File: config.mk
export PLATFORM = sky130hd
export DESIGN_NAME = bus_to_sample_flat
export DESIGN_NICKNAME = d
export VERILOG_FILES = /design/src/rtl/bus_to_sample_if.sv /design/src/rtl/bus_to_sample.sv /design/src/flat_wrapper.sv
export SDC_FILE = /design/constraint.sdc
export NUM_CORES = 1
export LEC_CHECK = 0
export ABC_CLOCK_PERIOD_IN_PS = 4420
export CELL_PAD_IN_SITES_DETAIL_PLACEMENT = 0
export CELL_PAD_IN_SITES_GLOBAL_PLACEMENT = 1
export CORE_MARGIN = 3
export CORE_UTILIZATION = 49
export DETAILED_ROUTE_END_ITERATION = 6
export HOLD_SLACK_MARGIN = 0.02
export PLACE_DENSITY_LB_ADDON = 0.1
export SYNTH_ARGS = -nofsm -noshare
export SYNTH_HDL_FRONTEND = slang
export SYNTH_SLANG_ARGS = --single-unit
File: constraint.sdc
create_clock -name fastclk -period 4.42 [get_ports fastclk]
set_input_delay 1.326 -clock fastclk [delete_from_list [all_inputs] [get_ports fastclk]]
set_output_delay 1.326 -clock fastclk [all_outputs]
set_load 0.005 [all_outputs]
File: src/rtl/bus_to_sample_if.sv
// Word-side handshake for bus_to_sample: the bus buffer (master) offers 64-bit
// words, the replayer (slave) takes them when it has room.
interface bus_to_sample_if;
  logic [63:0] in_data;
  logic        in_valid;
  logic        in_ready;

  modport master (
    output in_data,
    output in_valid,
    input  in_ready
  );

  modport slave (
    input  in_data,
    input  in_valid,
    output in_ready
  );
endinterface

File: src/rtl/bus_to_sample.sv
// Replays 64-bit words as eight parallel output bits, one byte per sample tick,
// byte 0 first, using a hold/active double buffer and a clock-enable divider.
module bus_to_sample #(
  parameter int unsigned DIV = 50
) (
  input  logic               fastclk,
  input  logic               reset,
  bus_to_sample_if.slave     bus,
  output logic               bit0,
  output logic               bit1,
  output logic               bit2,
  output logic               bit3,
  output logic               bit4,
  output logic               bit5,
  output logic               bit6,
  output logic               bit7,
  output logic               sample_strobe,
  output logic               underrun,
  output logic               busy
);

  localparam int unsigned   CW      = (DIV > 1) ? $clog2(DIV) : 1;
  localparam logic [CW-1:0] CNT_MAX = CW'(DIV - 1);

  logic [CW-1:0] cnt;
  logic          tick;

  logic [63:0]   hold_q;
  logic          hold_full;
  logic [63:0]   active_q;
  logic          active;
  logic [2:0]    idx;
  logic          played_once;
  logic [7:0]    sample_q;

  logic          accept;
  logic          take_hold;

  assign tick = (cnt == CNT_MAX);

  always_ff @(posedge fastclk or negedge reset) begin
    if (!reset) begin
      cnt <= '0;
    end else if (tick) begin
      cnt <= '0;
    end else begin
      cnt <= cnt + 1'b1;
    end
  end

  assign bus.in_ready = ~hold_full;
  assign accept       = bus.in_valid & ~hold_full;
  // Hold empties on a tick that either starts an idle block or refills at byte 7.
  assign take_hold    = tick & hold_full & (~active | (idx == 3'd7));

  always_ff @(posedge fastclk or negedge reset) begin
    if (!reset) begin
      hold_q    <= '0;
      hold_full <= 1'b0;
    end else if (accept) begin
      hold_q    <= bus.in_data;
      hold_full <= 1'b1;
    end else if (take_hold) begin
      hold_full <= 1'b0;
    end
  end

  always_ff @(posedge fastclk or negedge reset) begin
    if (!reset) begin
      active_q      <= '0;
      active        <= 1'b0;
      idx           <= '0;
      played_once   <= 1'b0;
      sample_q      <= '0;
      sample_strobe <= 1'b0;
      underrun      <= 1'b0;
    end else begin
      sample_strobe <= 1'b0;
      underrun      <= 1'b0;
      if (tick) begin
        if (active) begin
          sample_q      <= active_q[{idx, 3'b000} +: 8];
          sample_strobe <= 1'b1;
          played_once   <= 1'b1;
          if (idx != 3'd7) begin
            idx <= idx + 3'd1;
          end else if (hold_full) begin
            active_q <= hold_q;
            idx      <= '0;
          end else begin
            active_q <= '0;
            active   <= 1'b0;
            idx      <= '0;
          end
        end else if (hold_full) begin
          // Idle start: byte 0 goes straight out of the hold word, so idx resumes at 1.
          active_q      <= hold_q;
          active        <= 1'b1;
          sample_q      <= hold_q[7:0];
          idx           <= 3'd1;
          sample_strobe <= 1'b1;
          played_once   <= 1'b1;
        end else if (played_once) begin
          underrun <= 1'b1;
        end
      end
    end
  end

  assign busy = active | hold_full;

  assign bit0 = sample_q[0];
  assign bit1 = sample_q[1];
  assign bit2 = sample_q[2];
  assign bit3 = sample_q[3];
  assign bit4 = sample_q[4];
  assign bit5 = sample_q[5];
  assign bit6 = sample_q[6];
  assign bit7 = sample_q[7];

endmodule
File: src/flat_wrapper.sv
// flat-port wrapper written by rule: the top's interface ports become plain ports
module bus_to_sample_flat 
#(
  parameter int unsigned DIV = 50
)
  (fastclk, reset, bit0, bit1, bit2, bit3, bit4, bit5, bit6, bit7, sample_strobe, underrun, busy, bus_in_data, bus_in_valid, bus_in_ready);
  bus_to_sample_if bus_i ();
  input  logic fastclk;
  input  logic reset;
  output logic bit0;
  output logic bit1;
  output logic bit2;
  output logic bit3;
  output logic bit4;
  output logic bit5;
  output logic bit6;
  output logic bit7;
  output logic sample_strobe;
  output logic underrun;
  output logic busy;
  input wire logic [$bits(bus_i.in_data)-1:0] bus_in_data;
  input wire logic [$bits(bus_i.in_valid)-1:0] bus_in_valid;
  output wire logic [$bits(bus_i.in_ready)-1:0] bus_in_ready;
  assign bus_i.in_data = bus_in_data;
  assign bus_i.in_valid = bus_in_valid;
  assign bus_in_ready = bus_i.in_ready;
  bus_to_sample #(.DIV(DIV)) u_core (.fastclk(fastclk), .reset(reset), .bus(bus_i), .bit0(bit0), .bit1(bit1), .bit2(bit2), .bit3(bit3), .bit4(bit4), .bit5(bit5), .bit6(bit6), .bit7(bit7), .sample_strobe(sample_strobe), .underrun(underrun), .busy(busy));
endmodule
# == Yosys cells after proc, flatten, opt, wreduce, memory -nomap -nowiden ==
# Cells that the tools add are included.
# word_totals
regBits,150
input_bits,67
out_inout_bits,12
elab_cells,51
# classes
add_sub_neg,2
eq_ne,4
n_shift,1
muxes,23
bitwise,7
reduce_logical,4
# ops
cell,n
64-bit 2-to-1 mux,4
64-bit by 7-bit indexed part select with 8-bit output,1
8-bit 2-to-1 mux,2
1-bit 2-to-1 mux,13
3-bit 2-to-1 mux,3
"6-bit by 1-bit adder with 6-bit output, second input constant",1
"6-bit equality test, second input constant",1
6-bit 2-to-1 mux,1
2-bit nonzero test,2
"3-bit by 1-bit adder with 3-bit output, second input constant",1
1-bit AND,3
"3-bit equality test, second input constant",1
"3-bit inequality test, second input constant",1
3-bit AND reduction,1
"2-bit inequality test, second input constant",1
1-bit NOT,2
1-bit bitwise OR,2
2-bit AND reduction,1

# == Depth between registers and ports, before layout ==
# depth
depth_word,5
depth_mapped,9
ltp_nobuf,7

# == Worst setup path after synthesis ==
# No wires, ideal clock.
# synth_path
kind,input to register
from,in bus_in_valid
to,reg u_core.hold_q[10]
setup_ns,0.125
t_arrival_ns,2.294
required_ns,4.295
path_slack_ns,2.001
path_stages,4
n_path_buf,2
path_cell_list,nor2b_1 > clkbuf_1 > buf_2 > mux2_2
# synth_via
elab_chain_len,1
# synth_lines
item,line_no,source
start: declaration,flat_wrapper.sv:22,input wire logic [$bits(bus_i.in_valid)-1:0] bus_in_valid;
1-bit AND,bus_to_sample.sv:52,assign accept = bus.in_valid & ~hold_full;
end signal: assignment,bus_to_sample.sv:61,hold_q <= bus.in_data;
end: declaration,bus_to_sample.sv:28,logic [63:0] hold_q;
# No other way between the ends.
# A chain may end at the register's enable or synchronous reset.

# == Final worst setup path ==
# layout_path
from,reg u_core.active
to,out busy
# layout_via
elab_chain_len,1
# layout_lines
item,line_no,source
start: declaration,bus_to_sample.sv:31,logic active;
start signal: assignment,bus_to_sample.sv:71,active <= 1'b0;
start signal: assignment,bus_to_sample.sv:92,active <= 1'b0;
start signal: assignment,bus_to_sample.sv:98,active <= 1'b1;
1-bit bitwise OR,bus_to_sample.sv:110,assign busy = active | hold_full;
end: declaration,flat_wrapper.sv:20,output logic busy;
# No other way between the ends.

==> results.json <==
{
  "first_global_vias": 3785,
  "synthCells": 400,
  "cts_max_path_buffers": 2,
  "core.rowCount": 40,
  "antennaDiodeCount": 0,
  "maximum_clock_frequency_mhz": 308.5,
  "post_layout_power_w": 0.003180,
  "ff_latch_area_um2": 3754,
  "synth.most_common_cell": "dfrtp_1",
  "arrival_ns": 1.92,
  "ys_warn_count": 0,
  "route.detailed.drc": 0,
  "io_buffer_count": 78,
  "hold_path_depth": 1,
  "core_region_area_um2": 12110,
  "post_route_cells_drive_above_1_share_pct": 23.76,
  "routed_via_density": 5.569,
  "reg2reg_to": "u_core.active_q[16]$_DFFE_PN0P_",
  "ys_seq_elements": 150,
  "slew_violations": 0,
  "number_of_distinct_standard_cells_referenced_by_the_synthesized_netlist": 31,
  "wirelength_um": 12120,
  "top_level_ports": 79,
  "hold_path_end": "u_core.played_once$_DFFE_PN0P_",
  "run_status": "complete, no violations",
  "drt_iter0_markers": 249,
  "grt_use_total_pct": 19.14,
  "cts.root.buffer_cell": "clkbuf_16",
  "worst_clock_skew_ns": 0.006195,
  "unrepaired_setup_endpoints_after_global_routing": "no",
  "critPathKind": "reg2out",
  "setup-violations-final": 0,
  "worstMarginPinSlew_ns": 0.8855,
  "worst_r2r_startpoint": "u_core.active$_DFFE_PN0N_",
  "antenna_violating_nets_post_route": 0,
  "netlist.top_cell.by_area": "dfrtp_1",
  "synthesis.nets": 471,
  "cts_tree": "done",
  "area_overhead_of_the_layout_relative_to_synthesis_pct": 23.88,
  "numCtsBuffers": 17,
  "ctsHtreeMaxLevel": 4,
  "hold_viol": 0,
  "maxCapViolCount": 0,
  "firstDrtPassIters": 4,
  "synth_enable_flop_cells": 0,
  "fin_nets": 544,
  "globalRouteOverflowTotal": 0,
  "holdCritStartpoint": "u_core.played_once$_DFFE_PN0P_",
  "cts-hold-fix-buffers": 0,
  "regToRegSetupSlack_ns": 1.91,
  "cts_setup_buffers": 0,
  "post_synthesis_mean_instance_area_um2": 15.26,
  "vias": 3631,
  "final.setup.tns_ns": 0,
  "synth_async_sr_flop_share_pct": 100.0,
  "worstSetupEndpointType": "output pin",
  "timing.critical_path.required_ns": 3.09,
  "synth.top_cells.by_count": "150 x dfrtp_1, 65 x a22o_1, 65 x mux2_2",
  "netlist_area_um2": 6105,
  "clk_lat_worst_skew_ns": 0.41,
  "min_period_over_period_pct": 73.34,
  "layout.filler_cells": 947,
  "detailed_place.area_um2": 6969,
  "gp_congestion": 0.7413,
  "total_area_of_multi_input_combinational_cells_um2": 2147,
  "clk_transition_reported_paths_ns": 0.06,
  "start_kind": "flop",
  "rr_worst_depth": 8,
  "synth.top_cell.area_share_pct": 61.49,
  "fin_area_um2": 7562,
  "global_route_wire_length_before_repair_um": 20610,
  "x_dimension_of_the_die_um": 117.6,
  "dp_hpwl_um": 7796,
  "final_cell_count_no_fill": 652,
  "cts-resized-gates": 0,
  "dpl.cell_count": 622,
  "path_max_fanout": 21,
  "cellLeakagePower_nw": 3.531,
  "grt_start_max_net_pins": 86,
  "post_drt_wl_per_cell_um": 18.59,
  "max-slew-margin-rel_pct": 40.97,
  "synth-main-ff-cell": "dfrtp_1",
  "irDropWorstVdd_uv": 286.4,
  "hp-class": "reg2reg",
  "start_util_pct": 50.40,
  "post_synth_main_area_contributors": "dfrtp_1 61%, mux2_2 12%, a22o_1 9.3%",
  "die_y_um": 117.6,
  "synth.yosys.seq_area_share_pct": 61.49,
  "die_footprint_um2": 13830,
  "powerDensity_nw_per_um2": 420.5,
  "post-route-min-period_ns": 3.242,
  "grt_antenna_before_repair": 0,
  "clock-sinks": 150
}
placed cells by master, fill, tap and decap left out, types with 2 or more instances in the layout:
cell type,instances
a211oi_1,8
a21o_1,8
a21oi_1,3
a22o_1,65
and3_1,2
buf_4,5
bufinv_16,3
clkbuf_1,6
clkbuf_16,17
clkbuf_8,4
clkdlybuf4s50_1,77
dfrtp_1,150
ha_1,4
inv_1,5
mux2_2,65
mux2i_1,8
mux4_2,16
nand2_1,2
nand2b_1,2
nand3_1,2
nor2_1,16
xor2_1,2
report_power, final:
group	switching, W	internal (W)	leakage (nW)	total (W)
clock	0.000512	0.000943	0.288	0.00146
sequential	0.0000451	0.00145	1.99	0.00150
combinational	0.0000719	0.000156	1.25	0.000228
worst max-delay path by stage:
stage          slack, ns                 startpoint                             to
2_1_floorplan       2.00               bus_in_valid  u_core.hold_q[10]$_DFFE_PN0P_
3_3_place_gp        1.55               bus_in_valid  u_core.hold_q[52]$_DFFE_PN0P_
3_5_place_dp        1.52               bus_in_valid  u_core.hold_q[49]$_DFFE_PN0P_
4_1_cts             1.17  u_core.active$_DFFE_PN0N_                           busy
5_1_grt             1.03  u_core.active$_DFFE_PN0N_                           busy
6_report            1.18  u_core.active$_DFFE_PN0N_                           busy
cells by family (layout without fill, tap and decap cells):
| logic type | Yosys count | after routing | synth area share (%) |
|---|---|---|---|
| DFF | 150 | 150 | 61.49 |
| muxes | 89 | 89 | 19.20 |
| AOI/OAI and AO/OA | 86 | 86 | 11.83 |
| buffers and inverters | 35 | 119 | 3.464 |
| and+or+nand+nor | 33 | 33 | 2.767 |
| adders and majority gates | 4 | 4 | 0.8199 |
| xor gates and xnor gates | 3 | 3 | 0.4305 |
final cells by class:
class | instances | area share, %
clock buffers | 27 | 6.651
clock inverters | 3 | 1.191
inverters | 5 | 0.2482
multi-input cells | 215 | 28.39
flip-flops and latches | 150 | 49.64
well taps | 168 | 2.780
repair buffers | 84 | 11.10
metal layers:
metal	track usage, %	up-vias	share of wire (%)
met4	6.154	0	1.2
met5	0	-	0
li1	-	1640	-
met2	28.57	77	47
met3	5.815	14	4.4
met1	27.12	1900	48
worst max-delay path, cell delays in order, from the launching register on:
cell and delay (ns):
dfrtp_1 0.77, nor2_1 0.13, inv_1 0.10, clkdlybuf4s50_1 0.50
registers in the layout (all words and copies together), names as in the netlist:
register,flops
u_core.sample_q,8
u_core.idx,3
u_core.played_once,1
u_core.active,1
u_core.hold_q,64
u_core.active_q,64
u_core.hold_full,1
u_core.cnt,6
u_core.sample_strobe,1
u_core.underrun,1
through the flow:
| stage | util, % | setup WS, ns | hold slack [ns] |
|---|---|---|---|
| final | 62.44 | 1.178 | 0.4578 |
| after global routing | 62.44 | 1.027 | 0.4717 |
| after CTS | 62.44 | 1.173 | 0.4630 |
| after detailed placement | 57.54 | 1.519 | 0.4515 |
| after global placement | 57.54 | 1.552 | 0.4443 |
| after floorplan | - | 2.002 | 0.4253 |
Power figures use the tool's default switching activity.
==> RTL change 1, RTL diff (same flow settings) <==
Make the reset (`reset`) synchronous in 3 clocked blocks.
--- a/src/rtl/bus_to_sample.sv
+++ b/src/rtl/bus_to_sample.sv
@@ -39,5 +39,5 @@
   assign tick = (cnt == CNT_MAX);
 
-  always_ff @(posedge fastclk or negedge reset) begin
+  always_ff @(posedge fastclk) begin
     if (!reset) begin
       cnt <= '0;
@@ -54,5 +54,5 @@
   assign take_hold    = tick & hold_full & (~active | (idx == 3'd7));
 
-  always_ff @(posedge fastclk or negedge reset) begin
+  always_ff @(posedge fastclk) begin
     if (!reset) begin
       hold_q    <= '0;
@@ -66,5 +66,5 @@
   end
 
-  always_ff @(posedge fastclk or negedge reset) begin
+  always_ff @(posedge fastclk) begin
     if (!reset) begin
       active_q      <= '0;
Check against the original RTL: differs if reset is asserted again (counterexample within 4 cycles, from zero or initial values and one cycle with reset low); with reset held inactive, the same outputs for 10 cycles.
==> RTL change 1 against the original RTL <==
- total power decreased by 1.7%
- cell area decreased by 5.5%
- combinational power decreased by 19%
- die area decreased by 5.2%
- synthesized area decreased by 5.5%
- hold slack got worse by 23 ps
- wire length increased by 4.9%
- worst setup slack improved by 140 ps
- fmax increased by 4.5%
- sequential cell count unchanged
- clock power increased by 4%
- largest cell class unchanged
==> RTL change 1: results (changes against the original RTL) <==
Hold path
  – Hold Path Class: reg -> reg

CTS
  – Worst-path clk slew: 60 ps (about the same)
  – Root Buffer: clkbuf_16
  – TritonCTS Buffers: 17 (unchanged)
  – Cts repair resizes: 0 (unchanged)
  – H-tree depth: 4 (unchanged)
  – Setup bufs post-CTS: 0 (unchanged)

Setup path
  – CP Data Arrival Time: 1780 ps (-140 ps)
  – Cell at the slowest stage of the critical path: clkdlybuf4s50_1
  – CP top delay family: buffers and inverters
  – Crit-path max cell delay: 480 ps (-290 ps)
  – Maximum fanout along the worst path: 8 (-62%)

GRT
  – Number of global-route vias before repair: 3981 (+5.2%)
  – Pin count of the biggest net entering global routing: 74 (-14%)
  – First-pass GRT wire length: 20930 um (+1.6%)
  – Global-route usage over all layers: 20.42% (+1.3 points)
  – Initial antenna violation count: 0 (unchanged)

Logic synthesis
  – Area leader, netlist: dfxtp_1
  – Post-synth top cells: 150 x dfxtp_1, 132 x nand2_1, 67 x a21boi_1, 64 x a22o_1
  – Mapped Nets: 615 (+31%)
  – Ys Warns: 0 (unchanged)
  – Synth async-reset ratio: 0% (-100 points)
  – Synth unique cells: 38 (+23%)
  – Largest cells by area after synthesis: dfxtp_1 52%, a22o_1 9.7%, a21boi_1 8.7%
  – Mean Syn Cell Area: 10.60 um^2 (-31%)
  – Sequential share of the synthesized area: 52.06% (-9.4 points)

Detailed routing
  – Initial DRC Count: 357 (+43%)
  – Total length of routed wires: 12720 um (+4.9%)
  – TritonRoute pass-1 iters: 4 (unchanged)
  – Vias per cell: 5.496 (-1.3%)

Placement
  – Pre-CTS worst setup slack: 1385 ps (-134.2 ps)
  – Dpl cell area: 6520 um^2 (-6.4%)
  – Port bufs: 78 (unchanged)
  – Hpwl dp: 8231 um (+5.6%)
  – Placer Congestion: 0.8131 (+9.7%)
  – Cells after DPL: 728 (+17%)

Final layout
  – Share of cells above drive strength 1: 9.355% (-14 points)
  – Non-Filler Instances: 760 (+17%)
  – # diodes: 0 (unchanged)
  – Nets: 678 (+25%)

Timing
  – Worst slew pin tran: 786.9 ps (-98.60 ps)
  – Final setup fails: 0 (unchanged)
  – Clk_skew: 8.902 ps (+2.706 ps)

Power and ir drop
  – P_leak: 0.002710 uW (-23%)
  – Worst VDD drop: 0.3300 mV (+15%)

Status
  – Status: finished, final reports clean
## RTL change 1: cell count changes in the layout (fill, tap and decap cells not counted), sizes merged, moves of 8 or more
cell	unedited run	this run
dfrtp	150	0
dfxtp	0	150
nand2	3	133
a21boi	0	68
mux2	65	0
clkbuf	27	18
a211oi	8	0
a21o	8	0
a221o	0	8
## RTL change 1: cell families after synthesis
kind of cell	synth area share, %
AO/OA/AOI/OAI	20.82
buffers and inverters	4.967
AND/OR/NAND/NOR	12.45
multiplexers	8.221
adder cells (fa/ha/maj)	0.8677
XOR/XNOR	0.6075
flip-flops	52.06
## RTL change 1: layout make-up
class	count	area (um^2)
clock buffer	18	429.2
sequential	150	3003
clock inverter	14	197.7
inverter	3	11.26
fill	927	4026
timing repair buffer	85	840.8
tap	140	175.2
multi-input combinational	350	2490
## RTL change 1: metrics by stage
step           utilization (%)  power [uW]
3_5_place_dp             58.35        1633
4_1_cts                  63.96        3156
3_3_place_gp             58.35        1629
5_1_grt                  63.96        3228
2_1_floorplan                -        1539
6_report                 63.96        3125
## RTL change 1: path summary, 6_finish.rpt
kind | cells after the start | slack (ps) | end | start
worst max-delay path | 3 | 1320 | busy | u_core.active$_SDFFE_PN0N_
worst min-delay path | 2 | 440 | u_core.underrun$_SDFF_PP0_ | u_core.played_once$_SDFFE_PN0P_
worst max register to register | 6 | 1810 | u_core.active_q[12]$_SDFFE_PN0P_ | u_core.idx[1]$_SDFFE_PN0P_
worst min register to register | 2 | 440 | u_core.underrun$_SDFF_PP0_ | u_core.played_once$_SDFFE_PN0P_
## RTL change 1: report_power, final
| group | switching (uW) | leakage, uW | internal, uW |
|---|---|---|---|
| registers | 25.9 | 0.00122 | 1390 |
| logic | 89.0 | 0.00119 | 96.0 |
| clock network | 573 | 0.000301 | 950 |
| total | 688 | 0.00271 | 2440 |
## RTL change 1: metal layers
| layer | wire (um) | global-route usage, % |
|---|---|---|
| met4 | 129 | 7.126 |
| met2 | 5652 | 30.23 |
| met3 | 628 | 5.021 |
| met1 | 6305 | 29.11 |
| met5 | 0 | 0 |
## RTL change 1: tightest hold or removal path, delay by kind of cell (launching register included)
family,cells,cell delay [ps]
DFF,1,310
and+or+nand+nor,2,80
==> RTL change 2, RTL diff (config.mk and constraints unchanged) <==
Made on the original files. `DIV` is set to 50 in 2 places; all go to 100.
--- a/src/rtl/bus_to_sample.sv
+++ b/src/rtl/bus_to_sample.sv
@@ -2,5 +2,5 @@
 // byte 0 first, using a hold/active double buffer and a clock-enable divider.
 module bus_to_sample #(
-  parameter int unsigned DIV = 50
+  parameter int unsigned DIV = 100
 ) (
   input  logic               fastclk,
--- a/src/flat_wrapper.sv
+++ b/src/flat_wrapper.sv
@@ -2,5 +2,5 @@
 module bus_to_sample_flat 
 #(
-  parameter int unsigned DIV = 50
+  parameter int unsigned DIV = 100
 )
   (fastclk, reset, bit0, bit1, bit2, bit3, bit4, bit5, bit6, bit7, sample_strobe, underrun, busy, bus_in_data, bus_in_valid, bus_in_ready);
Formal check against the unedited RTL: same outputs for any inputs over 10 cycles, from zero or initial values and one cycle with reset low; that may be too few to reach the edited logic, so the function may still have changed.
==> RTL change 2 against the original RTL <==
- fmax down 0.59%
- core utilization up 0.80 points
- worst setup slack worse by 19 ps
- combinational power down 32%
- synthesized area up 1.0%
- critical path type unchanged
- total power up 2.0%
- wire length up 0.88%
- sequential cell count up 1
- sequential share of layout area down 0.51 points
- cell area up 1.7%
==> RTL change 2: results (changes against the original RTL) <==
GRT
  – Number of global-route vias before repair: 3770 (-0.40%)
  – Pin count of the biggest net entering global routing: 91 (+5.8%)
  – First-pass GRT wire length: 20330 um (-1.3%)
  – Initial antenna violation count: 0 (unchanged)
  – Global-route usage over all layers: 18.86% (-0.27 points)

Logic synthesis
  – Cell with the most instances after synthesis: dfrtp_1
  – Post-synth top cells: 151 x dfrtp_1, 65 x a22o_1, 65 x mux2_2, 16 x mux4_2, 15 x nor2_1
  – Mapped Nets: 473 (+0.42%)
  – Mean Syn Cell Area: 15.31 um^2 (+0.29%)
  – Ys Warns: 0 (unchanged)
  – Synth unique cells: 32 (+3.2%)
  – Sequential share of the synthesized area: 61.26% (-0.23 points)
  – Largest cells by area after synthesis: dfrtp_1 61%, mux2_2 12%, a22o_1 9.2%

Placement
  – Placer Congestion: 0.7471 (+0.78%)
  – Cells after DPL: 627 (+0.80%)
  – Port bufs: 78 (unchanged)
  – Hpwl dp: 8003 um (+2.7%)

Final layout
  – Fillers: 917 (-3.2%)
  – Non-Filler Instances: 659 (+1.1%)
  – Share of cells above drive strength 1: 26.07% (+2.3 points)
  – Nets: 548 (+0.74%)
  – # diodes: 0 (unchanged)

CTS
  – TritonCTS Buffers: 17 (unchanged)
  – Worst skew pair latency: 430 ps (+20 ps)
  – Root Buffer: clkbuf_16

Setup path
  – RR Startpoint: u_core.idx[1]$_DFFE_PN0P_
  – CP Data Arrival Time: 1940 ps (+20 ps)

Power and ir drop
  – P_leak: 0.003448 uW (-2.4%)
  – Worst VDD drop: 0.2693 mV (-6.0%)

Detailed routing
  – TritonRoute pass-1 iters: 5 (+1)
  – Vias per cell: 5.495 (-1.3%)
  – Initial DRC Count: 243 (-2.4%)
  – WL per Instance: 18.55 um (-0.19%)

Hold path
  – Hold Path Class: reg -> reg

Status
  – Status: finished, final reports clean

Timing
  – Clk_skew: 16.52 ps (+10.33 ps)
  – Worst slew pin tran: 870.3 ps (-15.19 ps)
==> RTL change 2: cell type report <==
type                    count  area share (%)
multi-input cells         218           28.40
inverters                   5          0.2603
clock inverters            14           2.912
repair buffers             85           10.85
well taps                 168           2.733
flip-flops and latches    151           49.13
clock buffers              18           5.710
==> RTL change 2: cells by family (layout without fill, tap and decap cells) <==
| group | after synthesis | in the layout | share of synthesized area (%) |
|---|---|---|---|
| xor+xnor | 3 | 3 | 0.4260 |
| fa+ha+maj | 3 | 3 | 0.6086 |
| buf+inv | 34 | 122 | 3.468 |
| simple gates | 35 | 35 | 3.266 |
| compound gates | 88 | 88 | 11.97 |
| mux | 89 | 89 | 19.01 |
| flops | 151 | 151 | 61.26 |
==> RTL change 2: critical path, delay by kind of cell, from the launching register on <==
family / cells / cell delay [ps]
simple gates: 1 / 160
flops: 1 / 760
buf+inv: 2 / 590
==> RTL change 2: metal layers <==
| metal | wire length, um | GRT usage [%] | up-vias |
|---|---|---|---|
| li1 | - | - | 1670 |
| met1 | 5721 | 26.78 | 1866 |
| met2 | 5750 | 27.83 | 78 |
| met3 | 648 | 5.263 | 7 |
| met4 | 105 | 7.253 | 0 |
| met5 | 0 | 0 | - |
==> RTL change 2: worst paths after layout <==
kind | end | slack (ps) | depth (start not counted)
setup / recovery | busy | 1160 | 3
hold / removal | u_core.played_once$_DFFE_PN0P_ | 470 | 1
setup reg to reg | u_core.active_q[8]$_DFFE_PN0P_ | 1690 | 6
hold reg to reg | u_core.played_once$_DFFE_PN0P_ | 470 | 1
max in group asynchronous | u_core.hold_q[25]$_DFFE_PN0P_ | 2670 | 2
min in group asynchronous | u_core.sample_q[4]$_DFFE_PN0P_ | 980 | 1
==> RTL change 2: stage by stage <==
stage	hold WS (ps)	util, %	total power (uW)	setup WS, ps	cell area (um^2)
after floorplan	425.3	-	1563	2002	6168
after global placement	442.7	57.79	1673	1259	7028
after detailed placement	449.5	57.79	1681	1215	7028
after CTS	467.4	63.24	3284	1144	7691
after global routing	479.3	63.24	3360	1054	7691
final	465.4	63.24	3244	1159	7691
==> RTL change 2: power by group <==
group | total (uW) | leakage, uW | switching, uW | internal [uW]
Sequential | 1500 | 0.00199 | 46.2 | 1450
Clock | 1590 | 0.000309 | 572 | 1020
Combinational | 154 | 0.00115 | 52.4 | 102
